`config.mk`:
```
export PLATFORM = sky130hd
export DESIGN_NAME = mem_access_unit_flat
export DESIGN_NICKNAME = d
export VERILOG_FILES = /design/src/rtl/mem_access_unit_if.sv /design/src/rtl/mem_access_unit.sv /design/src/flat_wrapper.sv
export SDC_FILE = /design/constraint.sdc
export NUM_CORES = 1
export LEC_CHECK = 0
export BUFFER_PORTS_ARGS = -buffer_cell sky130_fd_sc_hd__buf_2
export CAP_MARGIN = 20
export CORE_ASPECT_RATIO = 1.2
export CORE_UTILIZATION = 46
export CTS_CLUSTER_DIAMETER = 40
export CTS_CLUSTER_SIZE = 20
export DETAILED_ROUTE_END_ITERATION = 12
export GPL_ROUTABILITY_DRIVEN = 0
export PLACE_DENSITY = 0.7
export SKIP_LAST_GASP = 1
export SLEW_MARGIN = 20
export SYNTH_ARGS = -nofsm -noshare
export SYNTH_HDL_FRONTEND = slang
export SYNTH_SLANG_ARGS = --single-unit
```
`constraint.sdc`:
```
create_clock -name clk -period 4.3 [get_ports clk]
set_clock_uncertainty 0.05 [all_clocks]
set_input_delay 0.43 -clock clk [delete_from_list [all_inputs] [get_ports clk]]
set_output_delay 0.43 -clock clk [all_outputs]
set_load 0.03 [all_outputs]
```
`src/rtl/mem_access_unit_if.sv`:
```
// mem_access_unit_if: dcache request/done bus between the MEM stage (master) and the dcache (slave).
interface mem_access_unit_if #(
    parameter int DATA_W = 32,
    parameter int ADDR_W = 32
);
    logic                  c_req;
    logic [ADDR_W-1:0]     c_addr;
    logic                  c_wr;
    logic [DATA_W/8-1:0]   c_be;
    logic [DATA_W-1:0]     c_wdata;
    logic                  c_done;
    logic [DATA_W-1:0]     c_rdata;
    modport master (output c_req, c_addr, c_wr, c_be, c_wdata, input c_done, c_rdata);
    modport slave  (input c_req, c_addr, c_wr, c_be, c_wdata, output c_done, c_rdata);
endinterface

```
`src/rtl/mem_access_unit.sv`:
```
// mem_access_unit: registered MEM stage driving the dcache over req/done with lane extraction.
// Define MEM_MISALIGN_SPLIT_EN to split misaligned accesses into two aligned beats instead of rejecting them.
module mem_access_unit #(
    parameter int DATA_W = 32,
    parameter int ADDR_W = 32,
    parameter int RA_W   = 5
) (
    input  logic              clk,
    input  logic              rst,
    input  logic              ex_valid,
    input  logic [RA_W-1:0]   wd_i,
    input  logic              wreg_i,
    input  logic [DATA_W-1:0] wdata_i,
    input  logic [ADDR_W-1:0] memaddr_i,
    input  logic              memwr_i,
    input  logic [1:0]        memcnf_i,
    input  logic              memsigned_i,
    mem_access_unit_if.master dc,
    output logic              wb_valid,
    output logic [RA_W-1:0]   wd_o,
    output logic              wreg_o,
    output logic [DATA_W-1:0] wdata_o,
    output logic              misalign_err,
    output logic              mem_stall
);
    localparam int NB    = DATA_W / 8;
    localparam int BW    = 2 * NB;
    localparam int OFF_W = $clog2(NB);
    localparam int SW    = OFF_W + 3;
`ifdef MEM_MISALIGN_SPLIT_EN
    localparam bit SPLIT_EN = 1'b1;
`else
    localparam bit SPLIT_EN = 1'b0;
`endif

    typedef enum logic [1:0] {IDLE, ACC0, ACC1, RESP} state_t;
    state_t state_q, state_d;

    logic [RA_W-1:0]   wd_q, wd_o_q;
    logic              wreg_q, wr_q, sgn_q, err_q, wreg_o_q, wb_valid_q, merr_q;
    logic [DATA_W-1:0] wdata_q, lo_q, hi_q, wdata_o_q;
    logic [ADDR_W-1:0] addr_q;
    logic [1:0]        cnf_q;

    logic              mem_op, nonmem, req, split, sbit;
    logic [OFF_W-1:0]  off;
    logic [1:0]        cnf;
    logic [3:0]        nb;
    logic [BW-1:0]     be_w;
    logic [2*DATA_W-1:0] wd_w;
    logic [DATA_W-1:0] ext, lmask, load_res;

    assign mem_op = state_q == IDLE && ex_valid && memcnf_i != 2'd0;
    assign nonmem = state_q == IDLE && ex_valid && memcnf_i == 2'd0;
    assign req    = state_q == ACC0 || state_q == ACC1;

    // Lane math looks at the live inputs while deciding acceptance, and at the captured copy afterwards.
    assign off   = state_q == IDLE ? memaddr_i[OFF_W-1:0] : addr_q[OFF_W-1:0];
    assign cnf   = state_q == IDLE ? memcnf_i : cnf_q;
    assign nb    = cnf == 2'd1 ? 4'd1 : cnf == 2'd2 ? 4'd2 : 4'd4;
    assign split = SW'(off) + SW'(nb) > SW'(NB);
    assign be_w  = BW'(cnf == 2'd1 ? 4'h1 : cnf == 2'd2 ? 4'h3 : 4'hF) << off;
    assign wd_w  = {{DATA_W{1'b0}}, wdata_q} << {off, 3'b000};

    // Beat 1 sits above beat 0, so one down-shift of the pair assembles split and unsplit loads alike.
    assign ext      = DATA_W'({hi_q, lo_q} >> {off, 3'b000});
    assign lmask    = DATA_W'(cnf == 2'd1 ? 32'hFF : cnf == 2'd2 ? 32'hFFFF : 32'hFFFF_FFFF);
    assign sbit     = sgn_q & (cnf == 2'd1 ? ext[7] : cnf == 2'd2 ? ext[15] : ext[31]);
    assign load_res = (ext & lmask) | (sbit ? ~lmask : '0);

    assign dc.c_req   = req;
    assign dc.c_wr    = req & wr_q;
    assign dc.c_be    = req ? (state_q == ACC1 ? be_w[BW-1:NB] : be_w[NB-1:0]) : '0;
    assign dc.c_wdata = req ? (state_q == ACC1 ? wd_w[2*DATA_W-1:DATA_W] : wd_w[DATA_W-1:0]) : '0;
    assign dc.c_addr  = req ? {addr_q[ADDR_W-1:OFF_W], {OFF_W{1'b0}}} +
                              (state_q == ACC1 ? ADDR_W'(NB) : '0) : '0;

    assign mem_stall    = !rst && (state_q != IDLE || mem_op);
    assign wb_valid     = wb_valid_q;
    assign wd_o         = wd_o_q;
    assign wreg_o       = wreg_o_q;
    assign wdata_o      = wdata_o_q;
    assign misalign_err = merr_q;

    always_comb begin
        state_d = state_q;
        unique case (state_q)
            IDLE: if (mem_op) state_d = (split && !SPLIT_EN) ? RESP : ACC0;
            ACC0: if (dc.c_done) state_d = (split && SPLIT_EN) ? ACC1 : RESP;
            ACC1: if (dc.c_done) state_d = RESP;
            RESP: state_d = IDLE;
        endcase
    end

    always_ff @(posedge clk) begin
        if (rst) begin
            state_q    <= IDLE;
            wd_q       <= '0;
            wreg_q     <= 1'b0;
            wr_q       <= 1'b0;
            sgn_q      <= 1'b0;
            err_q      <= 1'b0;
            wdata_q    <= '0;
            addr_q     <= '0;
            cnf_q      <= '0;
            lo_q       <= '0;
            hi_q       <= '0;
            wb_valid_q <= 1'b0;
            wd_o_q     <= '0;
            wreg_o_q   <= 1'b0;
            wdata_o_q  <= '0;
            merr_q     <= 1'b0;
        end else begin
            state_q <= state_d;
            if (mem_op) begin
                wd_q    <= wd_i;
                wreg_q  <= wreg_i;
                wr_q    <= memwr_i;
                sgn_q   <= memsigned_i;
                wdata_q <= wdata_i;
                addr_q  <= memaddr_i;
                cnf_q   <= memcnf_i;
                err_q   <= split && !SPLIT_EN;
            end
            if (state_q == ACC0 && dc.c_done) lo_q <= dc.c_rdata;
            if (state_q == ACC1 && dc.c_done) hi_q <= dc.c_rdata;
            wb_valid_q <= nonmem || state_q == RESP;
            if (state_q == RESP) begin
                wd_o_q    <= wd_q;
                wreg_o_q  <= wreg_q && !wr_q && !err_q;
                wdata_o_q <= load_res;
                merr_q    <= err_q;
            end else begin
                wreg_o_q <= nonmem && wreg_i;
                merr_q   <= 1'b0;
                if (nonmem) begin
                    wd_o_q    <= wd_i;
                    wdata_o_q <= wdata_i;
                end
            end
        end
    end
endmodule

```
`src/flat_wrapper.sv`:
```
// flat-port wrapper written by rule: the top's interface ports become plain ports
module mem_access_unit_flat 
#(
    parameter int DATA_W = 32,
    parameter int ADDR_W = 32,
    parameter int RA_W   = 5
)
  (clk, rst, ex_valid, wd_i, wreg_i, wdata_i, memaddr_i, memwr_i, memcnf_i, memsigned_i, wb_valid, wd_o, wreg_o, wdata_o, misalign_err, mem_stall, dc_c_req, dc_c_addr, dc_c_wr, dc_c_be, dc_c_wdata, dc_c_done, dc_c_rdata);
  mem_access_unit_if #(.DATA_W(DATA_W), .ADDR_W(ADDR_W)) dc_i ();
  input  logic clk;
  input  logic rst;
  input  logic ex_valid;
  input  logic [RA_W-1:0] wd_i;
  input  logic wreg_i;
  input  logic [DATA_W-1:0] wdata_i;
  input  logic [ADDR_W-1:0] memaddr_i;
  input  logic memwr_i;
  input  logic [1:0] memcnf_i;
  input  logic memsigned_i;
  output logic wb_valid;
  output logic [RA_W-1:0] wd_o;
  output logic wreg_o;
  output logic [DATA_W-1:0] wdata_o;
  output logic misalign_err;
  output logic mem_stall;
  output wire logic [$bits(dc_i.c_req)-1:0] dc_c_req;
  output wire logic [$bits(dc_i.c_addr)-1:0] dc_c_addr;
  output wire logic [$bits(dc_i.c_wr)-1:0] dc_c_wr;
  output wire logic [$bits(dc_i.c_be)-1:0] dc_c_be;
  output wire logic [$bits(dc_i.c_wdata)-1:0] dc_c_wdata;
  input wire logic [$bits(dc_i.c_done)-1:0] dc_c_done;
  input wire logic [$bits(dc_i.c_rdata)-1:0] dc_c_rdata;
  assign dc_c_req = dc_i.c_req;
  assign dc_c_addr = dc_i.c_addr;
  assign dc_c_wr = dc_i.c_wr;
  assign dc_c_be = dc_i.c_be;
  assign dc_c_wdata = dc_i.c_wdata;
  assign dc_i.c_done = dc_c_done;
  assign dc_i.c_rdata = dc_c_rdata;
  mem_access_unit #(.DATA_W(DATA_W), .ADDR_W(ADDR_W), .RA_W(RA_W)) u_core (.clk(clk), .rst(rst), .ex_valid(ex_valid), .wd_i(wd_i), .wreg_i(wreg_i), .wdata_i(wdata_i), .memaddr_i(memaddr_i), .memwr_i(memwr_i), .memcnf_i(memcnf_i), .memsigned_i(memsigned_i), .dc(dc_i), .wb_valid(wb_valid), .wd_o(wd_o), .wreg_o(wreg_o), .wdata_o(wdata_o), .misalign_err(misalign_err), .mem_stall(mem_stall));
endmodule
```
After elaboration in Yosys (flattened, before gate mapping)

Index checks and enable logic that the tools add are counted.

Multiply operators: 0
Div/mod/pow operators: 0
Reductions and logical operators: 23
Equality and inequality tests: 7
Order comparisons: 1
Shifts and indexed selects: 3
Bitwise gates (word level): 6
Multiplexer cells: 26
Add/subtract/negate cells: 2

Operator list:

| operator                                              | number |
|---|---|
| 2-to-1 mux 32 bit                                     | 8 |
| << shifter 32 x 5 -> 64 bit                           | 1 |
| >> shifter 64 x 5 -> 32 bit                           | 1 |
| adder 32 bit                                          | 1 |
| AND 32 bit                                            | 1 |
| inverter 32 bit                                       | 1 |
| bitwise OR 32 bit                                     | 1 |
| 2-to-1 mux 4 bit                                      | 4 |
| 2-to-1 mux 2 bit                                      | 5 |
| 2-to-1 mux 5 bit                                      | 2 |
| logical AND 1 bit                                     | 9 |
| 2-to-1 mux 8 bit                                      | 1 |
| << shifter 8 x 2 -> 8 bit                             | 1 |
| == test 2 bit, second input constant                  | 3 |
| 2-to-1 mux 3 bit                                      | 2 |
| one-hot mux 2 bit (3 select lines)                    | 1 |
| nonzero test 2 bit                                    | 3 |
| adder 2 x 4 -> 5 bit                                  | 1 |
| > comparator 5 x 3 -> 1 bit, second input constant    | 1 |
| == test 2 x 1 -> 1 bit, second input constant         | 2 |
| logical NOT 2 bit                                     | 2 |
| inequality test 2 x 1 -> 1 bit, second input constant | 2 |
| OR reduction 2 bit                                    | 2 |
| logical NOT 1 bit                                     | 3 |
| other kinds (5)                                       | 10 |

RAM bits: 0
Latch bits: 0
Output and inout bits: 111
Bits in read-only memories: 0
Bits in registers: 181
Memories: 0
Input bits: 110

Depth between registers and ports, before layout

Depth in word-level cells: 10
Depth in mapped cells: 13
Depth with buffers taken out: 12

Worst setup path after synthesis

OpenSTA, ideal clock, no wires.

Kind: reg-to-output
Start: reg u_core.state_q[0]
End: out dc_c_be[2]
Data arrival time: 2.622 ns
Slack: 1.198 ns
Cell stages (with the launch flop): 11
Buffers on the path: 2
Required time: 3.820 ns
Cells stage by stage: dfxtp_1 -> inv_1 -> ha_1 -> buf_2 -> mux2_2 -> ha_1 -> clkbuf_1 -> nand2_1 -> mux2_2 -> o22ai_1 -> and2_1

Word-level cells in the longest chain between the ends: 8

RTL lines:

| what                      | line                                         | RTL |
|---|---|---|
| start, declared           | mem_access_unit.sv:37                        | `state_t state_q, state_d;` |
| start signal, assigned    | mem_access_unit.sv:114                       | `state_q <= state_d;` |
| logical NOT 2 bit         | mem_access_unit.sv:58, mem_access_unit.sv:59 |  |
| 2-to-1 mux 2 bit          | mem_access_unit.sv:59                        | `assign cnf = state_q == IDLE ? memcnf_i : cnf_q;` |
| == test 2 bit             | mem_access_unit.sv:62                        | `assign be_w = BW'(cnf == 2'd1 ? 4'h1 : cnf == 2'd2 ? 4'h3 : 4'hF) << off;` |
| 2-to-1 mux 4 bit          | mem_access_unit.sv:62                        |  |
| 2-to-1 mux 8 bit          | mem_access_unit.sv:62                        |  |
| << shifter 8 x 2 -> 8 bit | mem_access_unit.sv:62                        |  |
| 2-to-1 mux 4 bit          | mem_access_unit.sv:73                        | `assign dc.c_be = req ? (state_q == ACC1 ? be_w[BW-1:NB] : be_w[NB-1:0]) : '0;` |
| 2-to-1 mux 4 bit (*)      | mem_access_unit.sv:73                        |  |
| end, declared             | flat_wrapper.sv:29                           | `output wire logic [$bits(dc_i.c_be)-1:0] dc_c_be;` |

Every way passes the cells marked *; elsewhere a longest branch is shown, timed or not.

Worst setup path after layout

Start: reg u_core.state_q[1]
End: out dc_c_be[2]

Same word-level chain as after synthesis.

==> out/qor.txt <==
Reg clk slew, reported paths -> 0.07 ns
Synth area leader -> dfxtp_1
worst skew pair latency -> 0.44 ns
vias in the first global route -> 8350
sequential share of power -> 32.8%
Worst R2R Start -> u_core.state_q[1]
Vias -> 9142
CTS tree -> built
first-pass GRT wire length -> 43300 um
commonest non-fill, non-tap cell in the layout -> nand2_1
H-tree levels -> 4
row count -> 56
Crit Path Class -> register to primary output
Die W -> 131 um
Synth area leaders -> dfxtp_1, nand2_1, a21oi_1
flops & latches, synth -> 173
Setup WS post-layout -> 0.192 ns
CTS resizes -> 0
final hold vios -> 0
via/cell ratio -> 5.55
Reg2Reg Capture Point -> u_core.state_q[1]
Tot GR Track Use -> 27.4%
Clock Tree Buf Depth -> 2
crit start category -> register
CTS Buf Count -> 17
Hold Buf Count CTS -> 0
Cell Count Post-Placement -> 1611
slowest CP cell -> ha_1
final instance area -> 10900 um2
Critical Path RT -> 3.82 ns
Area Growth Syn to Fin -> 19.3%
Post-DRT Antenna Nets -> 0
Final Max Tran Viols -> 0
max-cap violations -> 0
DRT Pass-1 Iters -> 5
power density over the cells -> 583 nW/um2
initial core utilization -> 46.8%
CP Cell Sequence -> inv_1 > ha_1 > mux2_2 > ha_1 > nand2_1 > mux2_2 > o22ai_1 > and2_1 > buf_2
layout cell share with drive strength beyond 1 -> 20.9%
Post-Syn Area -> 9110 um2
CTS sink cnt -> 173
f_max -> 0.243 GHz
post-route clock period utilization -> 95.5%
Die Y -> 156 um
Gate power share -> 43.2%
worst-path fanout max -> 15
DR iter-0 viols -> 698
nets -> 1493
most frequent cells in the layout -> nand2_1, buf_2, dfxtp_1
Main synth FF type -> dfxtp_1
post-layout minimum cycle time -> 4.11 ns
DR DRC count -> 0
class of the worst hold path -> input pin to register
Setup Viol. Count Final -> 0
Seq/Total Area, Yosys -> 38.0%
Synth warnings -> 0
IO buf count -> 218
GRT overflow -> 0
R2R depth -> 11
antenna violations before repair -> 4
Clock power frac -> 24.0%
Slew headroom -> 30.3%
Slew @ Worst Pin -> 1.04 ns
Die Footprint -> 20400 um2
DP Area -> 10300 um2
Setup Buffers After CTS -> 0
# fillers -> 1905
Syn Area/Cell -> 7.50 um2
HPWL after detailed placement -> 20100 um
Post-synth EDFFs -> 0
DRT Wirelength -> 28100 um
largest net degree at the start of global routing -> 79
pre-CTS WS -> 0.732 ns
IO Count -> 221
post-synthesis cell count -> 1215
asr flop ratio synth -> 0%
CP Launch Point -> u_core.state_q[1]
Fin Setup TNS -> 0 ns
Setup crit end -> dc_c_be[2]
Lkg Pwr -> 0.00442 uW
Synth cell types -> 52
flop2flop setup slack -> 0.94 ns
Core Area -> 19500 um2
NetSw -> 2750 uW
DR WL/cell -> 17.1 um
Critical Path End Type -> primary output
clock root cell -> clkbuf_16
Switching Fraction -> 43.3%
Yosys top cell area share -> 38.0%
WHS -> 0.176 ns
Peak VDD IR -> 0.439 mV
Post-Layout Cell Count -> 1647
status -> completed
worst endpoint data arrival time -> 3.63 ns
Pint -> 3590 uW
unrepaired setup endpoints after global routing -> false
critical path's largest stage delay -> 0.49 ns
## worst min-delay path by stage
stage | start | cells after the start | end
after global routing | memaddr_i[3] | 3 | u_core.addr_q[3]
after floorplan | u_core.err_q | 2 | u_core.misalign_err
after global placement | u_core.wdata_o[9] | 2 | u_core.wdata_o[9]
after detailed placement | u_core.wdata_o[9] | 2 | u_core.wdata_o[9]
final | memaddr_i[15] | 3 | u_core.addr_q[15]
after CTS | memaddr_i[15] | 3 | u_core.addr_q[15]
## critical path, delay by kind of cell, from the launching register on
| family | cells | cell delay [ns] |
|---|---|---|
| adders and majority gates | 2 | 0.96 |
| and+or+nand+nor | 2 | 0.59 |
| AOI/OAI and AO/OA | 1 | 0.15 |
| muxes | 2 | 0.83 |
| DFF | 1 | 0.35 |
| buffers and inverters | 2 | 0.32 |
## through the flow
step	utilization (%)	total power [uW]
global route	55.8	6680
global placement	52.8	4770
finish	55.8	6340
detailed placement	52.8	4820
CTS	55.8	6320
floorplan	-	4090
## routing by layer
layer	wire (um)	GRT usage [%]
met1	11700	34.2
met2	13200	44.7
met4	1100	13.4
met3	2180	5.28
met5	0	0
## registers in the layout, indices dropped and copies added, names as in the netlist, 2 cells and up
name	cells
u_core.addr_q	32
u_core.cnf_q	2
u_core.hi_q	24
u_core.lo_q	32
u_core.state_q	2
u_core.wd_o	5
u_core.wd_q	5
u_core.wdata_o	32
u_core.wdata_q	32
## cells in the mapped netlist, types with 5 or more instances
master,n
clkbuf_1,74
a221oi_2,10
a21oi_1,155
o21ai_0,26
a211oi_1,11
mux2i_1,65
buf_2,7
nand4_1,10
a221oi_1,14
a311oi_1,13
o22ai_1,9
nand3_1,25
o22a_1,14
xnor2_1,20
xor2_1,5
buf_4,7
and2_1,46
ha_1,13
buf_1,11
inv_1,7
dfxtp_1,173
nor2_1,24
and3_1,6
a31oi_1,17
nor2b_1,5
nand2_1,404
## layout make-up
type                    count  area (um2)  share of cell area [%]
diodes                      4        10.0                  0.0920
clock buffers              19         433                    3.98
clock inverters            13         140                    1.29
inverters                  10        37.5                   0.345
multi-input cells         933        5230                    48.0
flip-flops and latches    173        3460                    31.8
well taps                 261         327                    3.00
repair buffers            234        1240                    11.4
## power groups by stage
stage               Sequential (uW)  Combinational, uW  Clock (uW)
floorplan                      2200               1880           0
global placement               2100               2670           0
detailed placement             2110               2710           0
CTS                            2080               2720        1530
global route                   2110               2970        1600
finish                         2080               2740        1520
## cells by family after synthesis
kind of cell               Yosys count  share of synthesized area (%)
xor gates and xnor gates            25                           2.40
muxes                               70                           7.82
adders and majority gates           14                           2.00
buffers and inverters              110                           5.00
AOI/OAI and AO/OA                  282                           19.6
other                                1                         0.0411
DFF                                173                           38.0
and+or+nand+nor                    540                           25.2
(Power assumes the default switching activity.)
